[src/rtl/fetch_stage.sv]
// -----------------------------------------------------------------------------
// fetch_stage
//
// Instruction fetch front end. Keeps a fetch PC, issues at most one
// outstanding instruction-memory request, and buffers returned words in a
// 2-entry FIFO whose oldest entry is presented to decode.
//
// Ports
//   clk             in   clock, all state on rising edge
//   rst_n           in   asynchronous active-low reset
//   imem_req        out  fetch request this cycle (always accepted)
//   imem_addr       out  word-aligned fetch address (= fetch PC)
//   imem_rdata      in   instruction word, one cycle after the request
//   redirect_valid  in   taken branch/jump: flush and refetch
//   redirect_pc     in   new fetch target, bits [1:0] ignored
//   id_ready        in   decode accepts presented instruction
//   id_valid        out  id_* outputs hold a valid instruction
//   id_pc           out  PC of presented instruction
//   id_instr        out  presented instruction word
//   id_pc_plus4     out  id_pc + 4 (mod 2^32)
//
// Handshakes: the decode side is valid/ready -- an instruction transfers on a
// rising edge where id_valid=1 and id_ready=1; id_* stay stable while
// id_valid=1 and id_ready=0. The memory side has no ready: every cycle with
// imem_req=1 is an accepted request and its data arrives on imem_rdata in the
// following cycle. A redirect overrides both sides on the edge it is seen.
// -----------------------------------------------------------------------------
module fetch_stage #(
  parameter logic [31:0] RESET_PC = 32'h0000_0000
) (
  input  logic        clk,
  input  logic        rst_n,
  output logic        imem_req,
  output logic [31:0] imem_addr,
  input  logic [31:0] imem_rdata,
  input  logic        redirect_valid,
  input  logic [31:0] redirect_pc,
  input  logic        id_ready,
  output logic        id_valid,
  output logic [31:0] id_pc,
  output logic [31:0] id_instr,
  output logic [31:0] id_pc_plus4
);

  logic [31:0] pc_f_q, pc_f_d;
  logic        inflight_q, inflight_d;
  logic [31:0] inflight_pc_q, inflight_pc_d;
  logic [1:0]  count_q, count_d;
  // Entry 0 is always the oldest (head); entry 1 is only used when count=2.
  logic [31:0] e0_pc_q, e0_pc_d, e0_instr_q, e0_instr_d;
  logic [31:0] e1_pc_q, e1_pc_d, e1_instr_q, e1_instr_d;

  logic        pop, push, req_int;
  logic [2:0]  occ;

  always_comb begin
    pop  = (count_q != 2'd0) && id_ready;
    // Slots committed after this edge: buffered + in flight - leaving now.
    // pop implies count_q >= 1, so this never underflows.
    occ  = {1'b0, count_q} + {2'b00, inflight_q} - {2'b00, pop};
    // Flop-path request; rst_n is applied only on the output so the reset
    // net stays purely asynchronous.
    req_int = !redirect_valid && (occ < 3'd2);
    push    = inflight_q && !redirect_valid;

    pc_f_d        = pc_f_q;
    inflight_d    = 1'b0;
    inflight_pc_d = inflight_pc_q;
    count_d       = count_q;
    e0_pc_d       = e0_pc_q;
    e0_instr_d    = e0_instr_q;
    e1_pc_d       = e1_pc_q;
    e1_instr_d    = e1_instr_q;

    if (redirect_valid) begin
      // Flush: buffered and in-flight instructions are dropped, including
      // the one currently presented even if decode is taking it.
      pc_f_d  = {redirect_pc[31:2], 2'b00};
      count_d = 2'd0;
    end else begin
      if (req_int) begin
        pc_f_d        = pc_f_q + 32'd4;
        inflight_d    = 1'b1;
        inflight_pc_d = pc_f_q;
      end
      case ({push, pop})
        2'b10: begin
          if (count_q == 2'd0) begin
            e0_pc_d    = inflight_pc_q;
            e0_instr_d = imem_rdata;
          end else begin
            e1_pc_d    = inflight_pc_q;
            e1_instr_d = imem_rdata;
          end
          count_d = count_q + 2'd1;
        end
        2'b01: begin
          e0_pc_d    = e1_pc_q;
          e0_instr_d = e1_instr_q;
          count_d    = count_q - 2'd1;
        end
        2'b11: begin
          // Count unchanged; new entry lands behind whatever remains.
          if (count_q == 2'd1) begin
            e0_pc_d    = inflight_pc_q;
            e0_instr_d = imem_rdata;
          end else begin
            e0_pc_d    = e1_pc_q;
            e0_instr_d = e1_instr_q;
            e1_pc_d    = inflight_pc_q;
            e1_instr_d = imem_rdata;
          end
        end
        default: ;
      endcase
    end
  end

  always_ff @(posedge clk or negedge rst_n) begin
    if (!rst_n) begin
      pc_f_q        <= RESET_PC;
      inflight_q    <= 1'b0;
      inflight_pc_q <= 32'h0;
      count_q       <= 2'd0;
      e0_pc_q       <= 32'h0;
      e0_instr_q    <= 32'h0;
      e1_pc_q       <= 32'h0;
      e1_instr_q    <= 32'h0;
    end else begin
      pc_f_q        <= pc_f_d;
      inflight_q    <= inflight_d;
      inflight_pc_q <= inflight_pc_d;
      count_q       <= count_d;
      e0_pc_q       <= e0_pc_d;
      e0_instr_q    <= e0_instr_d;
      e1_pc_q       <= e1_pc_d;
      e1_instr_q    <= e1_instr_d;
    end
  end

  always_comb begin
    imem_req    = rst_n && req_int;
    imem_addr   = pc_f_q;
    id_valid    = (count_q != 2'd0);
    // Outputs read as zero whenever nothing is presented.
    id_pc       = id_valid ? e0_pc_q : 32'h0;
    id_instr    = id_valid ? e0_instr_q : 32'h0;
    id_pc_plus4 = id_valid ? (e0_pc_q + 32'd4) : 32'h0;
  end

endmodule

[config.mk]
export PLATFORM = sky130hd
export DESIGN_NAME = fetch_stage
export DESIGN_NICKNAME = d
export VERILOG_FILES = /design/src/rtl/fetch_stage.sv
export SDC_FILE = /design/constraint.sdc
export NUM_CORES = 1
export LEC_CHECK = 0
export CORE_MARGIN = 10
export CORE_UTILIZATION = 56
export DETAILED_ROUTE_END_ITERATION = 12
export PLACE_DENSITY = 0.86
export SYNTH_ARGS = -nofsm -noshare
export SYNTH_HDL_FRONTEND = slang
export SYNTH_SLANG_ARGS = --single-unit
[constraint.sdc]
create_clock -name clk -period 11.2 [get_ports clk]
set_input_delay 2.24 -clock clk [delete_from_list [all_inputs] [get_ports clk]]
set_output_delay 2.24 -clock clk [all_outputs]
set_load 0.005 [all_outputs]
==> results.md, run 1 <==
- The flow ran to the end, and the final reports show no timing, DRC or antenna violations.
- IR analysis of the VDD net gives a maximum drop of 0.168 mV.
- Setup repair after global routing left no endpoint under its margin.
- The floorplan step defined a core boundary enclosing 16600 sq um.
- After detailed placement, the design holds a cell count of 1266.
- The critical path class is input pin to primary output.
- The kind of start point of the critical path is an input pin.
- The average wire per standard cell is between 15 and 20 microns.
- In this run the worst path has a maximum fanout of 34.
- The detailed placement HPWL is 17300 microns.
- The number of buffers between clock root and the deepest sink is 2.
- The count of input and output buffers is roughly 190.
- The final number of setup-violating endpoints is 0.
- The number of antenna diodes is 0.
- The number of antenna violations at the first check in global routing was 0.
- The total power density per cell area is 275 nW/um^2.
- Data on the critical path is required at its endpoint by 8.96 ns.
- The proportion of layout cells with a drive suffix above 1 is 13.1%.
- The total power after layout is between 0.003 and 0.004 W.
- Data on the critical path arrives at its endpoint at 5.55 ns.
- The routed design has about 25000 microns of wire.
- The worst path in the final design needs a cycle of 7.79 ns, including I/O delays and setup.
- The post-route non-filler standard cell count is roughly 1300.
- For this run, the number of Yosys warnings is 0.
- The register-to-register path setup slack is 6.69 ns.
- The starting density of the core is 57.3%.
- At the later pin of the worst-skew pair, clock insertion delay measures 0.43 ns.
- The first detailed-routing pass took 5 iterations.
- The number of pins exceeding their max-slew limit in the final report is 0.
- The slew at the pin closest to its max-slew limit is 1.13 ns.
- The DRC violation count after routing is 0.
- The count of clock tree sinks is approximately 190.
- The clock-pin transition on the worst setup and hold timing paths is 0.06 ns.
- The H-tree depth is 4.
- The synthesized netlist contains 47 unique library cells.
- The startpoint identified for the worst register-to-register timing path is count_q[1].
- The register bit count reported by yosys is 188.
- The sequential cell area fraction in the yosys report is 49.5%.
- The portion of the clock cycle consumed by the worst path in the final layout is 69.5%.
- The post-synthesis average cell area is 10.5 sq um.
- The detailed router placed 7569 vias in this run.
- The most frequent standard cell in the layout excluding fill and tap cells is sky130_fd_sc_hd__clkdlybuf4s50_1.
- TritonCTS built the clock tree.
- The net total in the final layout is about 1100.
- Compared with the post-synthesis result, the final layout area differs by 27.2%.
- The worst setup path is captured at a primary output.
- The post-cts hold buffer count is 0.
- The die height is approximately 150 microns.
- After filler insertion, the fill cell instance count of the layout stands at 1234.
- At the end of routability-driven placement, the weighted congestion stood at 0.902.
- The number of global-route vias before repair was 7288.
- The number of DRC markers after the initial detailed-route iteration is roughly 440.
- After routing, the total negative slack on setup checks comes to 0 ns.
- The library cells used most frequently in the layout, excluding fill and tap cells, are sky130_fd_sc_hd__clkdlybuf4s50_1, sky130_fd_sc_hd__dfrtp_1, sky130_fd_sc_hd__nor2_1.
- The I/O pin count is 198.
- Static timing analysis puts the maximum clock frequency at 128 MHz.
- The die is 150 microns wide.
- The leakage power is 5.13 nW.
- Before CTS, the worst setup slack after placement is 3.45 ns.
- Post-CTS timing repair inserted 0 buffers for setup.
- The library cell used as clock root buffer is sky130_fd_sc_hd__clkbuf_16.
- Entering global routing, the biggest net connects 97 pins.
- The count of nets left with antenna violations after detail routing is 0.
- The min-delay analysis places its worst path in the category flip-flop to flip-flop.
- The most critical setup path has its endpoint at imem_req.
- The die covers 22600 sq um.
- Global routing used between 20% and 30% of the available tracks.
- The number of instances in the synthesized netlist is 908.
- The synthesized area is 9500 sq um.
- Global routing finished with a remaining overflow of 0.
- Once routing completed, OpenROAD measured the worst setup slack at 3.41 ns.
- For the worst flop-to-flop path, the logic depth is 11.
- Clock skew on the completed layout was measured at around 0.0085 ns.
- The worst slew slack as a fraction of its limit is 24.6%.
- The total count of hold-check failures in the final report is 0.
- The clock buffer count from CTS is 17.
- Gates resized during post-CTS repair numbered 0.
- The number of maximum-capacitance violations is 0.
- The worst register-to-register path ends at imem_addr[22].
- The most critical setup path has its startpoint at id_ready.
- The global-route wire length before repair is approximately 40000 microns.
- The number of standard-cell rows in the floorplan is 47.
- Dividing the detail-routed via count by the number of cells gives 5.83.
[flip-flops by register name, indices dropped and copies added (netlist names)]
register       cells
e0_instr_q        32
e1_instr_q        32
e0_pc_q           31
e1_pc_q           30
imem_addr         30
inflight_pc_q     30
count_q            2
inflight_q         1
[worst max-delay path: stages]
cell,delay (ns)
sky130_fd_sc_hd__clkdlybuf4s50_1,0.43
sky130_fd_sc_hd__nand2b_1,0.29
sky130_fd_sc_hd__inv_1,0.09
sky130_fd_sc_hd__ha_1,0.27
sky130_fd_sc_hd__nand2b_1,0.15
sky130_fd_sc_hd__fa_1,0.42
sky130_fd_sc_hd__xnor2_1,0.35
sky130_fd_sc_hd__and3_1,0.21
sky130_fd_sc_hd__buf_4,0.39
sky130_fd_sc_hd__and2_1,0.19
sky130_fd_sc_hd__clkdlybuf4s50_1,0.50
[metrics by stage]
stage                     utilization [%]  instance area, sq um  hold slack, ns
after floorplan                         -                  9500           0.456
after global placement               69.5                 11500           0.474
after detailed placement             69.5                 11500           0.482
after CTS                            72.9                 12100           0.503
after global routing                 72.9                 12100           0.512
final                                72.9                 12100           0.500
[cell usage after synthesis (all sizes together)]
library cell  instances  area share (%)
inv                  13            0.51
o31ai                16             1.3
nand3                29             1.5
nor3                  7            0.37
and2b                 1           0.079
a31oi                11            0.72
clkbuf               43             1.7
o311ai                6            0.55
a221o                 1            0.11
conb                  1           0.039
mux2i                66             7.0
a221oi                1           0.092
xnor2                17             1.6
nor2b                62             4.1
a311oi                1           0.092
a211oi                1           0.079
nand4                15             1.1
or3                   4            0.26
or4                  27             2.2
nand2                40             1.6
o21ai                21             1.1
nand2b                3            0.20
nor2                102             4.0
mux2                 96              11
o211ai                1           0.079
nor4b                 2            0.18
nor3b                 2            0.16
and4                  5            0.46
and2                  1           0.066
ha                    5            0.66
fa                    1            0.21
nand3b                1           0.079
or2                   1           0.066
buf                  21             1.2
and3                  4            0.26
xor2                  8            0.74
a31o                  1           0.092
a21oi                71             3.7
dfrtp               188              50
a211o                 1           0.092
nor4                 10            0.66
o311a                 1            0.11
[report_power, final]
| group | leakage, nW | internal [W] | switching [W] | total (W) |
|---|---|---|---|---|
| Clock | 0.264 | 0.000307 | 0.000260 | 0.000567 |
| Sequential | 2.20 | 0.000981 | 0.000260 | 0.00124 |
| Combinational | 2.66 | 0.000837 | 0.000680 | 0.00152 |
[layer usage]
metal | vias to the layer above | GRT usage, % | share of wire, %
met5 | - | 0 | 0
met1 | 3681 | 28.1 | 43
met2 | 289 | 34.9 | 47
met4 | 0 | 8.65 | 2.7
li1 | 3555 | - | -
met3 | 44 | 4.92 | 7.6
[kinds of logic (layout without fill, tap and decap cells)]
| logic type | after synthesis | in the layout | share of synthesized area [%] |
|---|---|---|---|
| adder cells (fa/ha/maj) | 6 | 6 | 0.869 |
| multiplexers | 162 | 162 | 18.3 |
| buffers and inverters | 77 | 246 | 3.42 |
| AO/OA/AOI/OAI | 133 | 133 | 8.13 |
| other | 1 | 2 | 0.0395 |
| flip-flops | 188 | 188 | 49.5 |
| AND/OR/NAND/NOR | 316 | 316 | 17.4 |
| XOR/XNOR | 25 | 25 | 2.30 |
[worst min path at each step]
stage | startpoint | endpoint | slack, ns | cells after the start
after detailed placement | e0_pc_q[1] | e0_pc_q[1] | 0.48 | 1
after global routing | e1_pc_q[31] | e1_pc_q[31] | 0.51 | 1
after global placement | e0_pc_q[1] | e0_pc_q[1] | 0.47 | 1
after floorplan | e0_pc_q[1] | e0_pc_q[1] | 0.46 | 1
final | e0_pc_q[1] | e0_pc_q[1] | 0.50 | 1
after CTS | e0_pc_q[1] | e0_pc_q[1] | 0.50 | 1
[cell type report]
| class | count | area, sq um | share of cell area (%) |
|---|---|---|---|
| well taps | 220 | 275 | 2.28 |
| multi-input cells | 644 | 4510 | 37.3 |
| clock inverters | 13 | 120 | 0.994 |
| inverters | 13 | 48.8 | 0.404 |
| clock buffers | 19 | 433 | 3.58 |
| repair buffers | 201 | 1990 | 16.5 |
| flip-flops and latches | 188 | 4700 | 38.9 |
Note: power is estimated with default switching activity, not from simulation.
==> run 2: changes to the inputs <==
CORE_UTILIZATION = 52   (was 56)
PLACE_DENSITY = 0.81   (was 0.86)
clock period = 7.6 ns   (was 11.2 ns; I/O delays follow)
==> run 2 against run 1 <==
  * Die area grew 6.6%
  * Setup slack got worse by 1.9 ns
  * Clock power increased by 54%
  * Clock skew down 0.0029 ns
  * Core utilization fell by 5.3 points
  * Worst hold slack gained 0.0046 ns
  * Largest power group unchanged
  * Highest routed layer unchanged
==> results.md, run 2 (synthesis results as in run 1) <==
- The layout overhead on the synthesized area is 27.7% (was 27.2%).
- The number of pins exceeding their max-slew limit in the final report is 0 (unchanged).
- The clock period minus final worst setup slack is 6.05 ns.
- The number of standard-cell rows in the floorplan is 49 (was 47).
- The count of vias placed by the detailed router came to 7459 (was 7569).
- Status: completed (unchanged).
- Highest-count cells in the layout ignoring fill and taps: sky130_fd_sc_hd__clkdlybuf4s50_1, sky130_fd_sc_hd__dfrtp_1, sky130_fd_sc_hd__nor2_1 (unchanged).
- The placer congestion estimate was 0.861 (was 0.902).
- The post-cts hold buffer count came to 0 (unchanged).
- The class of the tightest hold or removal check is flip-flop to flip-flop (unchanged).
- The slew at the pin closest to its max-slew limit came to 0.977 ns (was 1.13 ns).
- The number of global-route vias before repair was 7435 (was 7288).
- The number of cell instances on the worst register-to-register path is 11 (unchanged).
- The count of input and output buffers came to 193 (unchanged).
- The number of maximum-capacitance violations is 0 (unchanged).
- The global-route wire length before repair is 40100 microns (was 39000 microns).
- The number of setup buffers added after CTS is 0 (unchanged).
- The leakage power is 5.15 nW (was 5.13 nW).
- The kind of start point of the critical path was an input pin (unchanged).
- The most frequent standard cell in the layout excluding fill and tap cells is sky130_fd_sc_hd__clkdlybuf4s50_1 (unchanged).
- The startpoint of the most critical register-to-register path is count_q[1] (unchanged).
- The routed length on met3 is 1840 microns (was 1890 microns).
- The number of buffers between clock root and the deepest sink is 2 (unchanged).
- The count of nets left with antenna violations after detail routing was 0 (unchanged).
- Of the available clock period, the critical path in the final layout requires 79.6%.
- The length of the first detailed-routing pass in iterations is 5 (unchanged).
- The starting density of the core is 52.9% (was 57.3%).
- The fill cell instance count of the final layout is 1418 (was 1234).
- The library cell used as clock root buffer was sky130_fd_sc_hd__clkbuf_16 (unchanged).
- The average wire per standard cell is 18.8 microns (was 19.1 microns).
- Unrepaired setup endpoints after global routing: false (unchanged).
- The number of DRC markers after the initial detailed-route iteration is 385 (was 436).
- The launch instance of the worst min-delay path was e1_instr_q[14] (was e0_pc_q[1]).
- The total count of hold-check failures in the final report was 0 (unchanged).
- The clock buffer count from CTS is 17 (unchanged).
- The global route total overflow is 0 (unchanged).
- The arrival time at the worst endpoint is 4.53 ns (was 5.55 ns).
- Critical path cell sequence: clkdlybuf4s50_1, nand2b_1, inv_1, ha_1, nand2b_1, fa_1, xnor2_1, and3_1, and2_1, clkdlybuf4s50_1 (was clkdlybuf4s50_1, nand2b_1, inv_1, ha_1, nand2b_1, fa_1, xnor2_1, and3_1, buf_4, and2_1, clkdlybuf4s50_1).
- The detailed placement HPWL is 17300 microns (about the same).
- The CTS tree was built (unchanged).
- The topmost layer with routed signal wires is met4 (unchanged).
- The critical path class is input pin to primary output (unchanged).
- The H-tree depth came to 4 (unchanged).
- The peak ir drop on the vdd network is 0.205 mV (was 0.168 mV).
- The largest net degree at the start of global routing is 96 (was 97).
- The number of antenna violations at the first check in global routing is 0 (unchanged).
- The average via count per standard cell came to 5.71 (was 5.83).
- Derived from the worst setup path, the maximum achievable clock frequency is 165 MHz.
- The post-cts sizing count is 0 (unchanged).
- Top flop regs: e0_instr_q: 32 flops, e1_instr_q: 32 flops, e0_pc_q: 31 flops (unchanged).
- The hold-critical path depth is 1 (unchanged).
- The worst slew slack as a fraction of its limit is 34.8% (was 24.6%).
- The worst setup margin is 1.55 ns (was 3.41 ns).
- The buffer and inverter count on the worst path is 3 (was 4).
- The worst min-delay path endpoint is e1_instr_q[14] (was e0_pc_q[1]).
- The clock latency on the worst-skew pair is 0.43 ns (about the same).
- The endpoint of the worst-slack reg-to-reg timing path is imem_addr[22] (unchanged).
- The required arrival time at the worst endpoint is 6.08 ns (was 8.96 ns).
- The cell with the largest stage delay on the worst path is sky130_fd_sc_hd__clkdlybuf4s50_1 (unchanged).
- The I/O pin count was 198 (unchanged).
- The overall track demand over capacity in global routing is 20.5% (was 21.7%).
- The core region area is 18000 sq um (was 16600 sq um).
- The width of the die is 155 microns (was 150 microns).
- The met2 wire length was 11500 microns (was 11600 microns).
- The biggest cell delay along the critical path came to 0.52 ns (was 0.50 ns).
- The final number of setup-violating endpoints is 0 (unchanged).
- The setup total negative slack is 0 ns (unchanged).
- The maximum fanout encountered on the critical timing path came to 6 (was 34).
- The worst-case clock skew is 0.00564 ns (was 0.00850 ns).
- The total detailed-routing wirelength is 24600 microns (was 24800 microns).
- The die height is 155 microns (was 150 microns).
- The DRC violation count after routing was 0 (unchanged).
- The routed length on met1 was 11000 microns (was 10600 microns).
- The count of clock tree sinks is 188 (unchanged).
- The total power density per cell area is 405 nW/um^2 (was 275 nW/um^2).
- The total die area is 24100 sq um (was 22600 sq um).
- The number of antenna diodes is 0 (unchanged).
- The net total in the final layout was 1139 (unchanged).
- The register-to-register path setup slack is 3.72 ns (was 6.69 ns).
- The clock-pin transition on the worst setup and hold timing paths came to 0.07 ns (was 0.06 ns).
- The minimum setup slack after placement is 1.60 ns (was 3.45 ns).
- The proportion of layout cells with a drive suffix above 1 is 13.3% (was 13.1%).
- The kind of cell adding the most delay to the critical path is buffers and inverters (unchanged).
- The kind of end point of the critical path was a primary output (unchanged).
run 2: where the power goes:
group / switching [W] / internal [W]
Combinational: 0.00100 / 0.00123
Sequential: 0.000369 / 0.00145
Clock: 0.000385 / 0.000490
Total: 0.00176 / 0.00316
run 2: final cells by class:
class                   instances  area (sq um)  share of cell area (%)
multi-input cells             644          4510                    37.1
repair buffers                201          2000                    16.4
clock inverters                11           110                   0.907
flip-flops and latches        188          4700                    38.8
inverters                      13          48.8                   0.402
clock buffers                  21           480                    3.96
well taps                     229           287                    2.36
run 2: worst max-delay path by stage:
stage / slack, ns / cells past startpoint / to / startpoint
after global routing: 1.40 / 10 / imem_req / id_ready
final: 1.55 / 10 / imem_req / id_ready
after global placement: 1.68 / 10 / imem_req / id_ready
after CTS: 1.52 / 10 / imem_req / id_ready
after floorplan: 2.25 / 11 / imem_req / id_ready
after detailed placement: 1.60 / 10 / imem_req / id_ready
run 2: metrics by stage:
stage | cell area (sq um) | util, % | total power (W) | hold slack (ns) | cells
4_1_cts | 12100 | 67.5 | 0.00497 | 0.506 | 1307
2_1_floorplan | 9500 | - | 0.00304 | 0.456 | 909
3_3_place_gp | 11500 | 64.3 | 0.00399 | 0.475 | 1275
6_report | 12100 | 67.5 | 0.00492 | 0.504 | 1307
5_1_grt | 12100 | 67.5 | 0.00527 | 0.514 | 1307
3_5_place_dp | 11500 | 64.3 | 0.00407 | 0.491 | 1275
run 2: metal layers:
layer  GRT usage (%)  up-vias
met4            6.25        0
met2            32.0      253
met5               0        -
met3            5.76       25
li1                -     3546
met1            27.1     3635
==> run 3: changes to the inputs <==
CORE_UTILIZATION = 47   (was 52)
PLACE_DENSITY = 0.77   (was 0.81)
clock period = 4.9 ns   (was 7.6 ns; I/O delays follow)
==> run 3 against run 2 <==
  * Die area grew 9.2%
  * Cell count grew 3.0%
  * Routed wire length grew 3.3%
  * Core utilization shrank 5.4 points
  * Critical endpoint unchanged
  * Final area grew 0.67%
  * Combinational power grew 56%
  * Clock skew grew 0.0030 ns
  * Setup slack lost 1.2 ns
  * Worst hold slack lost 0.00061 ns
==> results.md, run 3 (synthesis results as in run 1) <==
- The die height is 162 microns (was 155 microns).
- The net total in the final layout was 1144 (was 1139).
- The fill cell instance count of the final layout is 1669 (was 1418).
- The largest net degree at the start of global routing is 82 (was 96).
- Status: completed (unchanged).
- The kind of end point of the critical path is a primary output (unchanged).
- The setup total negative slack is 0 ns (unchanged).
- The peak ir drop on the vdd network is 0.295 mV (was 0.205 mV).
- The most frequent standard cell in the layout excluding fill and tap cells was sky130_fd_sc_hd__clkdlybuf4s50_1 (unchanged).
- The maximum fanout encountered on the critical timing path was 2 (was 6).
- The CTS tree is built (unchanged).
- The clock period minus final worst setup slack is 4.56 ns.
- The total die area came to 26300 sq um (was 24100 sq um).
- The placer congestion estimate is 0.862 (was 0.861).
- The number of global-route vias before repair is 7495 (was 7435).
- The post-route non-filler standard cell count was 1346 (was 1307).
- The biggest cell delay along the critical path is 0.51 ns (was 0.52 ns).
- The clock buffer count from CTS is 17 (unchanged).
- The number of cell instances on the worst register-to-register path was 11 (unchanged).
- The arrival time at the worst endpoint is 3.58 ns (was 4.53 ns).
- The final number of setup-violating endpoints came to 0 (unchanged).
- The number of instances in the placed design is 1316 (was 1275).
- The average wire per standard cell is 18.9 microns (was 18.8 microns).
- For this run, the top clock speed supported by timing is 219 MHz.
- The total count of hold-check failures in the final report is 0 (unchanged).
- The kind of start point of the critical path is an input pin (unchanged).
- The number of pins exceeding their max-slew limit in the final report is 0 (unchanged).
- The count of vias placed by the detailed router came to 7486 (was 7459).
- The global-route wire length before repair was 41100 microns (was 40100 microns).
- The required arrival time at the worst endpoint came to 3.92 ns (was 6.08 ns).
- The number of antenna violations at the first check in global routing was 0 (unchanged).
- The length of the first detailed-routing pass in iterations is 5 (unchanged).
- The class of the tightest hold or removal check was flip-flop to flip-flop (unchanged).
- The starting density of the core was 48.3% (was 52.9%).
- Critical path cell sequence: clkdlybuf4s50_1, nand2b_1, inv_1, ha_1, nand2b_1, fa_1, xnor2_1, and3_1, and2_1, clkdlybuf4s50_1 (unchanged).
- The worst setup margin is 0.339 ns (was 1.55 ns).
- The cell with the largest stage delay on the worst path is sky130_fd_sc_hd__clkdlybuf4s50_1 (unchanged).
- Top flop regs: e0_instr_q: 32 flops, e1_instr_q: 32 flops, e0_pc_q: 31 flops (unchanged).
- The global route total overflow is 0 (unchanged).
- The proportion of layout cells with a drive suffix above 1 is 13.4% (was 13.3%).
- The overall track demand over capacity in global routing is 19.3% (was 20.5%).
- The number of DRC markers after the initial detailed-route iteration came to 491 (was 385).
- The width of the die is 162 microns (was 155 microns).
- The library cell used as clock root buffer is sky130_fd_sc_hd__clkbuf_16 (unchanged).
- The number of antenna diodes came to 0 (unchanged).
- The post-layout utilization of the core came to 62.1% (was 67.5%).
- The number of standard-cell rows in the floorplan came to 51 (was 49).
- The worst-case clock skew is 0.00859 ns (was 0.00564 ns).
- The H-tree depth is 4 (unchanged).
- The DRC violation count after routing is 0 (unchanged).
- The total power density per cell area was 628 nW/um^2 (was 405 nW/um^2).
- The count of clock tree sinks is 188 (unchanged).
- The clock-pin transition on the worst setup and hold timing paths is 0.07 ns (about the same).
- The critical path class is input pin to primary output (unchanged).
- The post-cts hold buffer count came to 0 (unchanged).
- The core region area is 19700 sq um (was 18000 sq um).
- The average via count per standard cell is 5.56 (was 5.71).
- The total detailed-routing wirelength is 25400 microns (was 24600 microns).
- The number of buffers between clock root and the deepest sink is 2 (unchanged).
- The post-cts sizing count came to 0 (unchanged).
- Unrepaired setup endpoints after global routing: false (unchanged).
- The portion of the clock cycle consumed by the worst path in the final layout is 93.1%.
- The worst slew slack as a fraction of its limit was 39.8% (was 34.8%).
- The minimum setup slack after placement is 0.371 ns (was 1.60 ns).
- The number of maximum-capacitance violations is 0 (unchanged).
- The number of setup buffers added after CTS is 0 (unchanged).
- The layout overhead on the synthesized area is 28.6% (was 27.7%).
- The I/O pin count is 198 (unchanged).
- The slew at the pin closest to its max-slew limit is 0.903 ns (was 0.977 ns).
- The detailed placement HPWL is 17900 microns (was 17300 microns).
- The count of nets left with antenna violations after detail routing is 0 (unchanged).
- The leakage power is 5.17 nW (was 5.15 nW).
- The count of input and output buffers was 193 (unchanged).
- The clock latency on the worst-skew pair was 0.42 ns (was 0.43 ns).
- Highest-count cells in the layout ignoring fill and taps: sky130_fd_sc_hd__clkdlybuf4s50_1, sky130_fd_sc_hd__dfrtp_1, sky130_fd_sc_hd__nor2_1 (unchanged).
- The hold-critical path depth is 1 (unchanged).
==> run 3: changes by cell type in the layout (fill, tap and decap cells not counted) <==
cell / before / now
sky130_fd_sc_hd__clkbuf_1: 0 / 1
sky130_fd_sc_hd__clkbuf_8: 5 / 2
sky130_fd_sc_hd__buf_4: 8 / 11
sky130_fd_sc_hd__buf_12: 0 / 2
sky130_fd_sc_hd__bufinv_16: 1 / 2
sky130_fd_sc_hd__clkinv_2: 2 / 4
sky130_fd_sc_hd__inv_8: 1 / 0
sky130_fd_sc_hd__clkinv_4: 4 / 2
==> run 3: area by class of cell <==
cell class / instances / area, sq um / area share [%]
sequential: 188 / 4700 / 38.5
multi-input combinational: 644 / 4510 / 36.9
timing repair buffer: 206 / 2060 / 16.9
clock buffer: 19 / 443 / 3.63
clock inverter: 11 / 121 / 0.994
tap: 265 / 332 / 2.71
inverter: 13 / 48.8 / 0.400
==> run 3: critical path, delay by kind of cell <==
kind,cells,cell delay (ns)
XOR/XNOR,1,0.19
adder cells (fa/ha/maj),2,0.69
buffers and inverters,3,0.98
AND/OR/NAND/NOR,4,0.74
==> run 3: stage by stage <==
step	hold WS [ns]	instance area, sq um	power, W
after global placement	0.475	11600	0.00625
after CTS	0.507	12200	0.00774
after global routing	0.521	12200	0.00821
after floorplan	0.456	9500	0.00472
after detailed placement	0.485	11600	0.00637
final	0.504	12200	0.00767
==> run 3: per-layer routing <==
layer / global-route usage, % / vias to the layer above / share of wire (%)
li1: - / 3549 / -
met1: 24.6 / 3637 / 43
met2: 32.0 / 270 / 48
met3: 4.60 / 30 / 6.9
met4: 5.83 / 0 / 1.8
met5: 0 / - / 0
==> run 3: path summary, 6_finish.rpt <==
kind                                from             end  slack, ns
max in group asynchronous          rst_n  e1_instr_q[23]       3.15
min in group asynchronous          rst_n     e1_pc_q[23]       0.57
max                             id_ready        imem_req       0.34
max reg2reg                   count_q[1]   imem_addr[20]       1.43
min reg2reg                e1_instr_q[8]   e1_instr_q[8]       0.50
min                        e1_instr_q[8]   e1_instr_q[8]       0.50
==> run 3: report_power, final <==
group / internal, W / total (W) / switching, W / leakage (nW)
clock network: 0.000759 / 0.00135 / 0.000591 / 0.275
logic: 0.00194 / 0.00348 / 0.00154 / 2.69
registers: 0.00224 / 0.00284 / 0.000597 / 2.20
total: 0.00493 / 0.00767 / 0.00273 / 5.17
